### src/rtl/ef_pwm_deadtime_if.sv
// ----------------------------------------------------------------------------
// ef_pwm_deadtime_if
// Bundle of the control, raw-PWM and gate-drive signals of the dead-time
// stage. The master side (PWM generator / controller) drives the control
// and raw PWM inputs. The slave side (the dead-time stage) drives the
// gate outputs and the fault status.
// ----------------------------------------------------------------------------
interface ef_pwm_deadtime_if #(
    parameter int DT_W = 8
);
    logic            en;
    logic            pwm_a;
    logic            pwm_b;
    logic [DT_W-1:0] dt_rise;
    logic [DT_W-1:0] dt_fall;
    logic            pol_hi;
    logic            pol_lo;
    logic            fault;
    logic            fault_clr;
    logic            a_hi;
    logic            a_lo;
    logic            b_hi;
    logic            b_lo;
    logic            fault_latched;

    modport master (
        output en, pwm_a, pwm_b, dt_rise, dt_fall, pol_hi, pol_lo,
               fault, fault_clr,
        input  a_hi, a_lo, b_hi, b_lo, fault_latched
    );

    modport slave (
        input  en, pwm_a, pwm_b, dt_rise, dt_fall, pol_hi, pol_lo,
               fault, fault_clr,
        output a_hi, a_lo, b_hi, b_lo, fault_latched
    );
endinterface

### src/rtl/ef_pwm_deadtime.sv
// ----------------------------------------------------------------------------
// ef_pwm_deadtime
// Two-channel dead-time insertion stage. Each raw PWM channel drives an
// OFF/LO/DR/HI/DF state machine with its own down-counter. The stage turns
// the channel into a complementary high-side/low-side pair. The hi and lo
// drives are never active at the same time, because both decode from one
// state register.
//
// The gate outputs are registered. Each output register is loaded from the
// decode of the next state, so an output changes on the same edge as its
// state and no input has a combinational path to an output.
//
// Optional feature macro: EF_PWM_DT_FAULT_EN
//   defined   - latched fault input forces both channels to OFF
//   undefined - fault/fault_clr ignored, fault_latched tied low
// ----------------------------------------------------------------------------
module ef_pwm_deadtime #(
    parameter int DT_W = 8
) (
    input  logic               clk,
    input  logic               rst,
    ef_pwm_deadtime_if.slave   bus
);

    typedef enum logic [2:0] {
        ST_OFF = 3'd0,
        ST_LO  = 3'd1,
        ST_DR  = 3'd2,
        ST_HI  = 3'd3,
        ST_DF  = 3'd4
    } state_t;

    state_t          state_q [2];
    state_t          state_d [2];
    logic [DT_W-1:0] cnt_q   [2];
    logic [DT_W-1:0] cnt_d   [2];
    logic            hi_q    [2];
    logic            lo_q    [2];
    logic            pwm_s   [2];
    logic            fault_act_s;
    logic            force_off_s;

    assign pwm_s[0] = bus.pwm_a;
    assign pwm_s[1] = bus.pwm_b;

`ifdef EF_PWM_DT_FAULT_EN
    logic fault_q;

    // Fault latch: set wins over clear; clears only when fault is low.
    always_ff @(posedge clk) begin
        if (rst) begin
            fault_q <= 1'b0;
        end else if (bus.fault) begin
            fault_q <= 1'b1;
        end else if (bus.fault_clr) begin
            fault_q <= 1'b0;
        end else begin
            fault_q <= fault_q;
        end
    end

    assign fault_act_s       = bus.fault | fault_q;
    assign bus.fault_latched = fault_q;
`else
    logic unused_fault_s;

    assign unused_fault_s    = bus.fault ^ bus.fault_clr;
    assign fault_act_s       = 1'b0;
    assign bus.fault_latched = 1'b0;
`endif

    assign force_off_s = fault_act_s | ~bus.en;

    // Per-channel next-state and counter logic. Fault and disable force OFF.
    always_comb begin
        for (int c = 0; c < 2; c++) begin
            state_d[c] = state_q[c];
            cnt_d[c]   = cnt_q[c];
            if (force_off_s) begin
                state_d[c] = ST_OFF;
                cnt_d[c]   = {DT_W{1'b0}};
            end else begin
                case (state_q[c])
                    ST_OFF: begin
                        // Both drives are already off, so no dead time is needed.
                        if (pwm_s[c]) begin
                            state_d[c] = ST_HI;
                        end else begin
                            state_d[c] = ST_LO;
                        end
                    end
                    ST_LO: begin
                        if (pwm_s[c]) begin
                            if (bus.dt_rise != {DT_W{1'b0}}) begin
                                state_d[c] = ST_DR;
                                cnt_d[c]   = bus.dt_rise - DT_W'(1);
                            end else begin
                                state_d[c] = ST_HI;
                            end
                        end else begin
                            state_d[c] = ST_LO;
                        end
                    end
                    ST_DR: begin
                        // A high pulse shorter than the dead time is swallowed.
                        if (!pwm_s[c]) begin
                            state_d[c] = ST_LO;
                        end else if (cnt_q[c] == {DT_W{1'b0}}) begin
                            state_d[c] = ST_HI;
                        end else begin
                            cnt_d[c] = cnt_q[c] - DT_W'(1);
                        end
                    end
                    ST_HI: begin
                        if (!pwm_s[c]) begin
                            if (bus.dt_fall != {DT_W{1'b0}}) begin
                                state_d[c] = ST_DF;
                                cnt_d[c]   = bus.dt_fall - DT_W'(1);
                            end else begin
                                state_d[c] = ST_LO;
                            end
                        end else begin
                            state_d[c] = ST_HI;
                        end
                    end
                    ST_DF: begin
                        // A low pulse shorter than the dead time is swallowed.
                        if (pwm_s[c]) begin
                            state_d[c] = ST_HI;
                        end else if (cnt_q[c] == {DT_W{1'b0}}) begin
                            state_d[c] = ST_LO;
                        end else begin
                            cnt_d[c] = cnt_q[c] - DT_W'(1);
                        end
                    end
                    default: begin
                        state_d[c] = ST_OFF;
                        cnt_d[c]   = {DT_W{1'b0}};
                    end
                endcase
            end
        end
    end

    // State, counter and registered gate-drive decode for both channels.
    always_ff @(posedge clk) begin
        for (int c = 0; c < 2; c++) begin
            if (rst) begin
                state_q[c] <= ST_OFF;
                cnt_q[c]   <= {DT_W{1'b0}};
                hi_q[c]    <= bus.pol_hi;
                lo_q[c]    <= bus.pol_lo;
            end else begin
                state_q[c] <= state_d[c];
                cnt_q[c]   <= cnt_d[c];
                hi_q[c]    <= (state_d[c] == ST_HI) ^ bus.pol_hi;
                lo_q[c]    <= (state_d[c] == ST_LO) ^ bus.pol_lo;
            end
        end
    end

    assign bus.a_hi = hi_q[0];
    assign bus.a_lo = lo_q[0];
    assign bus.b_hi = hi_q[1];
    assign bus.b_lo = lo_q[1];

endmodule

### src/flat_wrapper.sv
// flat-port wrapper written by rule: the top's interface ports become plain ports
module ef_pwm_deadtime_flat 
#(
    parameter int DT_W = 8
)
  (clk, rst, bus_en, bus_pwm_a, bus_pwm_b, bus_dt_rise, bus_dt_fall, bus_pol_hi, bus_pol_lo, bus_fault, bus_fault_clr, bus_a_hi, bus_a_lo, bus_b_hi, bus_b_lo, bus_fault_latched);
  ef_pwm_deadtime_if #(.DT_W(DT_W)) bus_i ();
  input  logic clk;
  input  logic rst;
  input wire logic [$bits(bus_i.en)-1:0] bus_en;
  input wire logic [$bits(bus_i.pwm_a)-1:0] bus_pwm_a;
  input wire logic [$bits(bus_i.pwm_b)-1:0] bus_pwm_b;
  input wire logic [$bits(bus_i.dt_rise)-1:0] bus_dt_rise;
  input wire logic [$bits(bus_i.dt_fall)-1:0] bus_dt_fall;
  input wire logic [$bits(bus_i.pol_hi)-1:0] bus_pol_hi;
  input wire logic [$bits(bus_i.pol_lo)-1:0] bus_pol_lo;
  input wire logic [$bits(bus_i.fault)-1:0] bus_fault;
  input wire logic [$bits(bus_i.fault_clr)-1:0] bus_fault_clr;
  output wire logic [$bits(bus_i.a_hi)-1:0] bus_a_hi;
  output wire logic [$bits(bus_i.a_lo)-1:0] bus_a_lo;
  output wire logic [$bits(bus_i.b_hi)-1:0] bus_b_hi;
  output wire logic [$bits(bus_i.b_lo)-1:0] bus_b_lo;
  output wire logic [$bits(bus_i.fault_latched)-1:0] bus_fault_latched;
  assign bus_i.en = bus_en;
  assign bus_i.pwm_a = bus_pwm_a;
  assign bus_i.pwm_b = bus_pwm_b;
  assign bus_i.dt_rise = bus_dt_rise;
  assign bus_i.dt_fall = bus_dt_fall;
  assign bus_i.pol_hi = bus_pol_hi;
  assign bus_i.pol_lo = bus_pol_lo;
  assign bus_i.fault = bus_fault;
  assign bus_i.fault_clr = bus_fault_clr;
  assign bus_a_hi = bus_i.a_hi;
  assign bus_a_lo = bus_i.a_lo;
  assign bus_b_hi = bus_i.b_hi;
  assign bus_b_lo = bus_i.b_lo;
  assign bus_fault_latched = bus_i.fault_latched;
  ef_pwm_deadtime #(.DT_W(DT_W)) u_core (.clk(clk), .rst(rst), .bus(bus_i));
endmodule
### config.mk
export PLATFORM = sky130hd
export DESIGN_NAME = ef_pwm_deadtime_flat
export DESIGN_NICKNAME = d
export VERILOG_FILES = /design/src/rtl/ef_pwm_deadtime_if.sv /design/src/rtl/ef_pwm_deadtime.sv /design/src/flat_wrapper.sv
export SDC_FILE = /design/constraint.sdc
export NUM_CORES = 1
export LEC_CHECK = 0
export ABC_AREA = 1
export BUFFER_PORTS_ARGS = -buffer_cell sky130_fd_sc_hd__buf_2
export CORE_MARGIN = 3
export CORE_UTILIZATION = 46
export CTS_CLUSTER_DIAMETER = 80
export DETAILED_ROUTE_END_ITERATION = 6
export GPL_ROUTABILITY_DRIVEN = 0
export PLACE_DENSITY = 0.66
export SYNTH_ARGS = -nofsm -noshare
export SYNTH_HDL_FRONTEND = slang
export SYNTH_SLANG_ARGS = --single-unit
### constraint.sdc
create_clock -name clk -period 1.8 [get_ports clk]
set_input_delay 0.09 -clock clk [delete_from_list [all_inputs] [get_ports clk]]
set_output_delay 0.09 -clock clk [all_outputs]
set_load 0.01 [all_outputs]
==> results_dict.tcl <==
set metrics [dict create \
    status "completed" \
    yosysUniqueCellTypes 33 \
    ys_ff_latch 26 \
    io_pins 30 \
    required_ns 1.98 \
    wl_per_cell_microns 11.6 \
    p_int_uw 919 \
    crit_type "reg2reg" \
    muxShareOfSynthArea_pct 0 \
    numPortBuffers 26 \
    clkPwrFrac_pct 28.7 \
    route.met2.wl_mm 2.48 \
    final_cell_mix "92 x nand2_1, 56 x nand3_1, 54 x inv_1" \
    synth_fp_nets 409 \
    cts_made_buffers 3 \
    slew_violations 0 \
    period_needed_ns 1.60 \
    route.vias.total 2373 \
    cts_tree "built" \
    drtIter0Drc 131 \
    avgSynthCellArea_sq_um 6.19 \
    final.period_utilization_pct 88.7 \
    maxCapViolations 0 \
    fmaxAchievable_mhz 626 \
    clk_pin_slew_worst_paths_ns 0.10 \
    seq_power_share_pct 44.8 \
    design_area_sq_um 2590 \
    place_ws_ns 0.161 \
    synthCells 376 \
    antenna_found_initial 0 \
    synth_compound_area_share_pct 10.5 \
    drtPass1Iterations 4 \
    grt_max_degree 15 \
    syn-cell-area_sq_um 2330 \
    setup_viol 0 \
    synth_top_cell_by_area "dfxtp_1" \
    cts_resized 0 \
    hold_buffers 0 \
    setup_ws_ns 0.203 \
    worstPathArrival_ns 1.77 \
    drtAntennaViolNets 0 \
    initial_utilization_pct 48.3 \
    worstPathMaxFanout 12 \
    grt_pass1_vias 2199 \
    drt-met1-wl_mm 2.74 \
    clk_path_buf_depth 2 \
    sw_frac_of_total_pct 32.6 \
    grt_usage_pct 19.0 \
    diodes 0 \
    synth_top_family_by_area "simple AND/OR/NAND/NOR gates" \
    wl_met3_microns 229 \
    routed.top_layer "met4" \
    dp_hpwl_mm 4.58 \
    fin_hold_ws_ns 0.0327 \
    p_sw_uw 445 \
    vdd_drop_max_mv 0.289 \
    die_area_sq_um 5950 \
    drcViolationCount 0 \
    finClkSkew_ns 0.00433 \
    grt_pass1_wl_mm 9.49 \
    area_delta_synth_final_pct 11.4 \
    layout-drive-gt1-share_pct 23.8 \
    core-area_sq_um 4820 \
    synth_top_area_share_pct 22.4 \
    synthAdderAreaFrac_pct 4.30 \
    finalNetCount 441 \
    synthXorXnorAreaFrac_pct 1.88 \
    place_area_sq_um 2530 \
    hold_violations 0 \
    hp-class "in2reg" \
    post_cts_buffers 0 \
    die_width_microns 77.1 \
    insertion_delay_ns 0.27 \
    die_y_microns 77.1 \
    rows 25 \
    seq_area_frac_synth_pct 22.4 \
    power_density_nw_per_um2 527 \
    yosysWarnings 0 \
    cts.sinks 26 \
    leakage_uw 0.00117 \
    yosys.area_share.simple_pct 48.7 \
    totalWireLength_mm 5.50 \
    htreeDepth 1 \
    synthTopCellsByArea "dfxtp_1 22%, nand2_1 15%, nand3_1 12%" \
    gr-total-overflow 0 \
    cts_root_buf "clkbuf_8" \
    final_common_cell "nand2_1" \
    pwr-share-comb_pct 26.5 \
    rsz0062_at_grt "no" \
    total_power_uw 1360 \
    tns_ns 0 \
    via_per_inst 5.01 \
    end_kind "flip-flop" \
    cp-start-kind "flip-flop" \
]
[power by group through the flow]
stage | registers [uW] | logic, uW | clock network, uW
4_1_cts | 610 | 363 | 414
2_1_floorplan | 625 | 263 | 0
3_3_place_gp | 623 | 359 | 0
5_1_grt | 613 | 411 | 434
6_report | 611 | 362 | 392
3_5_place_dp | 623 | 361 | 0
[cell usage after synthesis (all sizes together)]
cell type and n:
inv 60, clkinv 3, ha 8, clkbuf 1
xor2 4, o22ai 1, o211ai 1, nor3 5
conb 1, o21ai 9, xnor2 1, or2 1
a21boi 1, nor2 42, o221ai 4, o21a 1
dfxtp 26, nand3 60, nand2 119, a21oi 18
buf 3, nand4 7
[kinds of logic (layout without fill, tap and decap cells)]
group / count (synthesis) / in the layout
AO/OA/AOI/OAI: 35 / 35
XOR/XNOR: 5 / 5
adder cells (fa/ha/maj): 8 / 8
buffers and inverters: 67 / 98
flip-flops: 26 / 26
other: 1 / 1
AND/OR/NAND/NOR: 234 / 234
[routing by layer]
metal  track usage, %  up-vias
met3             2.58        6
met5                0        -
met2             32.0       43
met1             25.8     1065
li1                 -     1259
met4             4.45        0
[path summary, 6_finish.rpt]
path | from | end | depth (start not counted) | slack [ns]
worst max register to register | u_core.cnt_q[1][0] | u_core.lo_q[1] | 11 | 0.20
worst min register to register | u_core.cnt_q[1][1] | u_core.cnt_q[1][1] | 2 | 0.48
worst min-delay path | bus_pol_hi | u_core.hi_q[0] | 3 | 0.03
worst max-delay path | u_core.cnt_q[1][0] | u_core.lo_q[1] | 11 | 0.20
[stage by stage]
stage | utilization (%) | instances
after floorplan | - | 376
after global placement | 52.6 | 470
after detailed placement | 52.6 | 470
after CTS | 53.8 | 474
after global routing | 53.8 | 474
final | 53.8 | 474
[layout make-up]
cell class              instances  area [sq um]
inverters                      63           239
repair buffers                 31           168
well taps                      67          83.8
multi-input cells             283          1520
flip-flops and latches         26           520
clock buffers                   4          55.1
fillers                       516          2230
[flip-flops by register name, indices dropped and copies added, names as in the netlist]
register,flops
u_core.lo_q,2
u_core.cnt_q,16
u_core.state_q,6
u_core.hi_q,2
[critical path: stages (launching register included)]
cell     delay (ns)
dfxtp_1        0.34
inv_1          0.10
ha_1           0.15
nand3_1        0.07
nor2_1         0.19
nand2_2        0.09
nand2_4        0.08
inv_2          0.03
nand2_2        0.23
nand3_1        0.11
nand2_1        0.07
nand2_1        0.05
No activity file was read; power rests on OpenSTA's default activity.
